===== src/rtl/hilo_div_sequencer.sv =====
// hilo_div_sequencer
//   Iterative divide sequencer and owner of the HI/LO registers for the EX stage.
//   Runs a one-bit-per-cycle restoring divide for DIV/DIVU. Interlocks MFHI/MFLO/MTHI/MTLO
//   and a new DIV against an in-flight divide via a combinational stall. A flush aborts
//   the divide without touching HI/LO.
//
// Ports
//   clk_i          system clock, rising edge
//   rst_ni         asynchronous active-low reset
//   start_i        DIV/DIVU issued in EX
//   is_unsigned_i  1 = DIVU, 0 = DIV
//   dividend_i     rs value
//   divisor_i      rt value
//   mthi_i/mtlo_i  MTHI/MTLO in EX, writing mt_data_i
//   mt_data_i      rs value for MTHI/MTLO
//   mfhi_i/mflo_i  MFHI/MFLO in EX
//   flush_i        exception/ERET flush, highest priority
//   busy_o         divide in progress
//   stall_o        hold the pipeline (combinational)
//   hi_o/lo_o      HI (remainder) / LO (quotient)
//   mf_data_o      hi_o if mfhi_i, else lo_o (combinational)
//   done_o         one-cycle pulse after HI/LO are written by a divide
//   div_zero_o     one-cycle pulse after a divide by zero was rejected
module hilo_div_sequencer #(
  parameter int unsigned WIDTH = 32
) (
  input  logic             clk_i,
  input  logic             rst_ni,
  input  logic             start_i,
  input  logic             is_unsigned_i,
  input  logic [WIDTH-1:0] dividend_i,
  input  logic [WIDTH-1:0] divisor_i,
  input  logic             mthi_i,
  input  logic             mtlo_i,
  input  logic [WIDTH-1:0] mt_data_i,
  input  logic             mfhi_i,
  input  logic             mflo_i,
  input  logic             flush_i,
  output logic             busy_o,
  output logic             stall_o,
  output logic [WIDTH-1:0] hi_o,
  output logic [WIDTH-1:0] lo_o,
  output logic [WIDTH-1:0] mf_data_o,
  output logic             done_o,
  output logic             div_zero_o
);

  localparam int unsigned CntW = $clog2(WIDTH) + 1;
  localparam logic [CntW-1:0] CntLast = CntW'(WIDTH - 1);

  typedef enum logic [1:0] {StIdle, StCalc, StFix} state_e;

  state_e           state_q;
  logic [WIDTH-1:0] hi_q, lo_q;
  logic [WIDTH-1:0] rem_q;     // partial remainder
  logic [WIDTH-1:0] quo_q;     // dividend bits shift out the top, quotient bits shift in below
  logic [WIDTH-1:0] dvs_q;     // |divisor|
  logic             q_neg_q, r_neg_q;
  logic [CntW-1:0]  cnt_q;
  logic             done_q, div_zero_q;

  // Operand magnitudes; only DIV treats the MSB as a sign.
  logic             a_neg, b_neg;
  logic [WIDTH-1:0] a_abs, b_abs;

  always_comb begin
    a_neg = ~is_unsigned_i & dividend_i[WIDTH-1];
    b_neg = ~is_unsigned_i & divisor_i[WIDTH-1];
    a_abs = a_neg ? (~dividend_i + WIDTH'(1)) : dividend_i;
    b_abs = b_neg ? (~divisor_i + WIDTH'(1)) : divisor_i;
  end

  // One restoring step. rem_q < divisor always, so WIDTH+1 bits hold the shifted value
  // and the MSB of the difference is a clean borrow.
  logic [WIDTH:0]   rem_shift, diff;
  logic             q_bit;
  logic [WIDTH-1:0] rem_next, quo_next;

  always_comb begin
    rem_shift = {rem_q, quo_q[WIDTH-1]};
    diff      = rem_shift - {1'b0, dvs_q};
    q_bit     = ~diff[WIDTH];
    rem_next  = q_bit ? diff[WIDTH-1:0] : rem_shift[WIDTH-1:0];
    quo_next  = {quo_q[WIDTH-2:0], q_bit};
  end

  // Sign correction. 0x80000000 / -1 wraps back to 0x80000000 naturally.
  logic [WIDTH-1:0] q_fix, r_fix;

  always_comb begin
    q_fix = q_neg_q ? (~quo_q + WIDTH'(1)) : quo_q;
    r_fix = r_neg_q ? (~rem_q + WIDTH'(1)) : rem_q;
  end

  always_ff @(posedge clk_i or negedge rst_ni) begin
    if (!rst_ni) begin
      state_q    <= StIdle;
      hi_q       <= '0;
      lo_q       <= '0;
      rem_q      <= '0;
      quo_q      <= '0;
      dvs_q      <= '0;
      q_neg_q    <= 1'b0;
      r_neg_q    <= 1'b0;
      cnt_q      <= '0;
      done_q     <= 1'b0;
      div_zero_q <= 1'b0;
    end else begin
      done_q     <= 1'b0;
      div_zero_q <= 1'b0;
      if (flush_i) begin
        state_q <= StIdle;
      end else begin
        case (state_q)
          StIdle: begin
            if (start_i) begin
              // start wins over a simultaneous MTHI/MTLO
              if (divisor_i == '0) begin
                div_zero_q <= 1'b1;
              end else begin
                rem_q   <= '0;
                quo_q   <= a_abs;
                dvs_q   <= b_abs;
                q_neg_q <= a_neg ^ b_neg;
                r_neg_q <= a_neg;
                cnt_q   <= '0;
                state_q <= StCalc;
              end
            end else begin
              if (mthi_i) hi_q <= mt_data_i;
              if (mtlo_i) lo_q <= mt_data_i;
            end
          end
          StCalc: begin
            rem_q <= rem_next;
            quo_q <= quo_next;
            if (cnt_q == CntLast) begin
              state_q <= StFix;
            end else begin
              cnt_q <= cnt_q + CntW'(1);
            end
          end
          StFix: begin
            hi_q    <= r_fix;
            lo_q    <= q_fix;
            done_q  <= 1'b1;
            state_q <= StIdle;
          end
          default: state_q <= StIdle;
        endcase
      end
    end
  end

  assign busy_o     = (state_q != StIdle);
  // Requests arriving while busy are dropped; the pipeline re-presents them.
  assign stall_o    = busy_o & (start_i | mthi_i | mtlo_i | mfhi_i | mflo_i);
  assign hi_o       = hi_q;
  assign lo_o       = lo_q;
  assign mf_data_o  = mfhi_i ? hi_q : lo_q;
  assign done_o     = done_q;
  assign div_zero_o = div_zero_q;

endmodule


===== config.mk =====
export PLATFORM = sky130hd
export DESIGN_NAME = hilo_div_sequencer
export DESIGN_NICKNAME = d
export VERILOG_FILES = /design/src/rtl/hilo_div_sequencer.sv
export SDC_FILE = /design/constraint.sdc
export NUM_CORES = 1
export LEC_CHECK = 0
export BUFFER_PORTS_ARGS = -buffer_cell sky130_fd_sc_hd__buf_2
export CAP_MARGIN = 25
export CORE_ASPECT_RATIO = 0.5
export CORE_UTILIZATION = 62
export DETAILED_ROUTE_END_ITERATION = 12
export GPL_TIMING_DRIVEN = 0
export PLACE_DENSITY = 0.88
export SYNTH_ARGS = -nofsm -noshare
export SYNTH_HDL_FRONTEND = slang
export SYNTH_SLANG_ARGS = --single-unit

===== constraint.sdc =====
create_clock -name clk_i -period 8.5 [get_ports clk_i]
set_input_delay 0.85 -clock clk_i [delete_from_list [all_inputs] [get_ports clk_i]]
set_output_delay 0.85 -clock clk_i [all_outputs]
set_load 0.05 [all_outputs]

==> run metrics <==
initial antenna violation count=1; clk_skew=roughly 0.0085 ns; Fmax=roughly 260 MHz; pwr/cell area=about 210 mW/mm2; Pleak=between 6 and 7 nW; Die Span Y=~100 um; grt ovf=0; Syn-to-layout area delta=16.0%; ranking of synthesized cells by area=dfrtp_1, o21ai_0, xnor2_1; internal power=approximately 1.7 mW; Port-buffer cells=roughly 200; peak supply drop=0.000134 V; worst slew pin tran=between 1 and 1.5 ns; nets@finish=1855; worst-path cell chain=ha_1 > a21oi_1 > o21ai_0 > nor4b_1 > o31ai_1 > a31o_2 > o221ai_1 > xnor2_1 > buf_2 > mux2i_1 > o21ai_0; largest net degree at the start of global routing=104; # DRC=0; Crit path top cell by count=o21ai_0; Slowest-stage cell, CP=nor4b_1; HPWL Detailed=between 20 and 30 mm; Most used DFF post-synth=dfrtp_1; sequential power share=36.0%; Core Region=around 0.019 mm2; HP Class=primary input to asynchronous set/reset pin; slew margin rel.=between 30 and 40%; final antenna diode count=0; total power draw=2.97 mW; layout cells sized above 1=between 10% and 20%; syn_nets=1632; r2r startpoint=rem_q[10]; cell area after placement=~0.014 mm2; register area share after synthesis=35.4%; Initial DRC Count=approximately 1100; RSZ-0062 raised after global routing=no; Post-Layout Cell Count=between 1500 and 2000; WHS=roughly 0.37 ns; Initial Util=around 65%; CTS buffer count=17; number of synthesized flops with an enable pin=0; DRT antenna net count=0; Startpoint Class=flip-flop; I/O pin cnt=205; Sw Share=between 40% and 50%; Reg clk slew, reported paths=approximately 0.070 ns; post-layout min period=3.89 ns; insertion delay to the later sink of the worst-skew pair=between 0.4 and 0.5 ns; fin crit share=between 40% and 50%; Mapped Cells=approximately 1500; Syn Area/Cell=between 8 and 9 um2; drt wl/cell=19.4 um; final hold vios=0; final estimated routing congestion in global placement=between 0.9 and 1; via count=12200; gr usage total=about two fifths; beginning of the critical path=rem_q[10]; leading area contributor after synthesis=dfrtp_1; final WL=approximately 38 mm; vias per cell=about 6.2; Finished Cell Area=between 0.01 and 0.015 mm2; warnings from Yosys=0; die width=roughly 200 um; row cnt=35; Clk pwr share=a little over a quarter; top-area cell type share of the netlist area=between 30 and 40%; CTS Sinks=between 150 and 200; Synth cell types=64; Net Sw Power=about 1.3 mW; Gate power share=a little under two fifths; Post-synth ARST share=100%; hold_buf cts=0; Slew Viols, Final=0; DP Cell Count=roughly 2000; die area=~0.02 mm2; max-cap violations=0; status=complete, no violations; CTS max path bufs=2; postcts setup bufs=0; CP Max Fanout=10; CP max stage delay=~0.6 ns; H-tree levels=4; setup violators final=0; CP Data Required Time=around 8.8 ns; synthesized cell area=roughly 0.012 mm2; first-pass GRT wire length=~59 mm; setup TNS=0 ns; CTS Root Buffer Type=clkbuf_16; Arr. time, crit path=4.19 ns; commonest cells in the netlist=nand2_1, dfrtp_1, o21ai_0, nor2_1, a21oi_1; vias in the first global route=about 11000; post-synthesis register bit count=around 170; drt pass-1 iters=5; post-cts repair resize count=0; CTS tree=built; Crit Path Category=flip-flop to flip-flop; most common cell in the netlist=nand2_1; CP endpoint kind=flip-flop
[worst paths after layout]
kind / cells after the start / slack, ns / endpoint
worst min-delay path: 1 / 0.37 / rem_q[9]
worst min register to register: 2 / 0.50 / hi_o[20]
worst max-delay path: 11 / 4.61 / rem_q[19]
max in group asynchronous: 2 / 7.21 / lo_o[21]
min in group clk_i: 2 / 0.50 / hi_o[20]
worst max register to register: 11 / 4.61 / rem_q[19]
[power by group through the flow]
stage	Combinational, mW	Sequential, mW	Clock [mW]
finish	1.12	1.07	0.781
global route	1.20	1.08	0.816
CTS	1.11	1.06	0.776
detailed placement	1.10	1.08	0
global placement	1.07	1.07	0
floorplan	0.606	1.25	0
[worst max-delay path, delay by kind of cell (launching register included)]
kind | cells | cell delay (ns)
compound gates | 6 | 1.43
xor+xnor | 1 | 0.22
fa+ha+maj | 1 | 0.43
buf+inv | 1 | 0.35
flops | 1 | 0.49
mux | 1 | 0.24
simple gates | 1 | 0.60
[stage by stage]
| stage | setup slack (ns) | util, % |
|---|---|---|
| final | 4.61 | 75.0 |
| after global routing | 4.30 | 75.0 |
| after global placement | 4.02 | 71.8 |
| after CTS | 4.64 | 75.0 |
| after detailed placement | 4.30 | 72.0 |
| after floorplan | 5.31 | - |
[layout make-up]
cell class              count  area [um2]
inverters                  57         214
clock buffers              19         433
clock inverters            13         134
flip-flops and latches    172        4300
repair buffers            204        1050
plain buffers              85         324
fillers                  1374        4690
multi-input cells        1175        7310
well taps                 259         324
[cells by family (layout without fill, tap and decap cells)]
family                   count (synthesis)  count (layout)  synth area share (%)
adder cells (fa/ha/maj)                 38              38                  3.98
buffers and inverters                  142             378                  4.43
AO/OA/AOI/OAI                          440             440                  21.9
multiplexers                            63              63                  5.55
AND/OR/NAND/NOR                        489             489                  18.3
flip-flops                             172             172                  35.4
XOR/XNOR                               145             145                  10.5
[sequential cells by signal (all words and copies together) (netlist names)]
| register | cells |
|---|---|
| quo_q | 32 |
| dvs_q | 32 |
| r_neg_q | 1 |
| cnt_q | 6 |
| rem_q | 32 |
| lo_o | 32 |
| state_q | 2 |
| div_zero_o | 1 |
| q_neg_q | 1 |
| done_o | 1 |
| hi_o | 32 |
[routing by layer]
| layer | global-route usage [%] | wire length, um | share of wire, % | up-vias |
|---|---|---|---|---|
| met5 | 0 | 0 | 0 | - |
| met4 | 11.5 | 770 | 2.0 | 0 |
| met3 | 9.20 | 4010 | 10 | 75 |
| met2 | 61.1 | 17300 | 45 | 616 |
| met1 | 53.2 | 16400 | 43 | 5845 |
| li1 | - | - | - | 5676 |
[cell usage in the layout (no fill, tap or decap), types with 7 or more instances in the layout]
cell type,instances
mux2i_1,28
mux2_2,35
clkbuf_1,73
dfrtp_1,172
a31oi_1,7
nand2b_1,12
ha_1,37
a211oi_1,10
a21oi_1,136
nand3_1,16
buf_2,206
o21ai_0,151
and2_1,12
xor2_1,60
and3_1,10
nor3_1,18
nand2_1,197
or3_1,20
nor2_1,143
nor4_1,13
nor2b_1,15
xnor2_1,85
buf_1,10
a21o_1,25
o21a_1,7
or4_1,10
o31ai_1,51
inv_1,57
o41ai_1,11
clkbuf_16,17
Power figures use the tool's default switching activity.
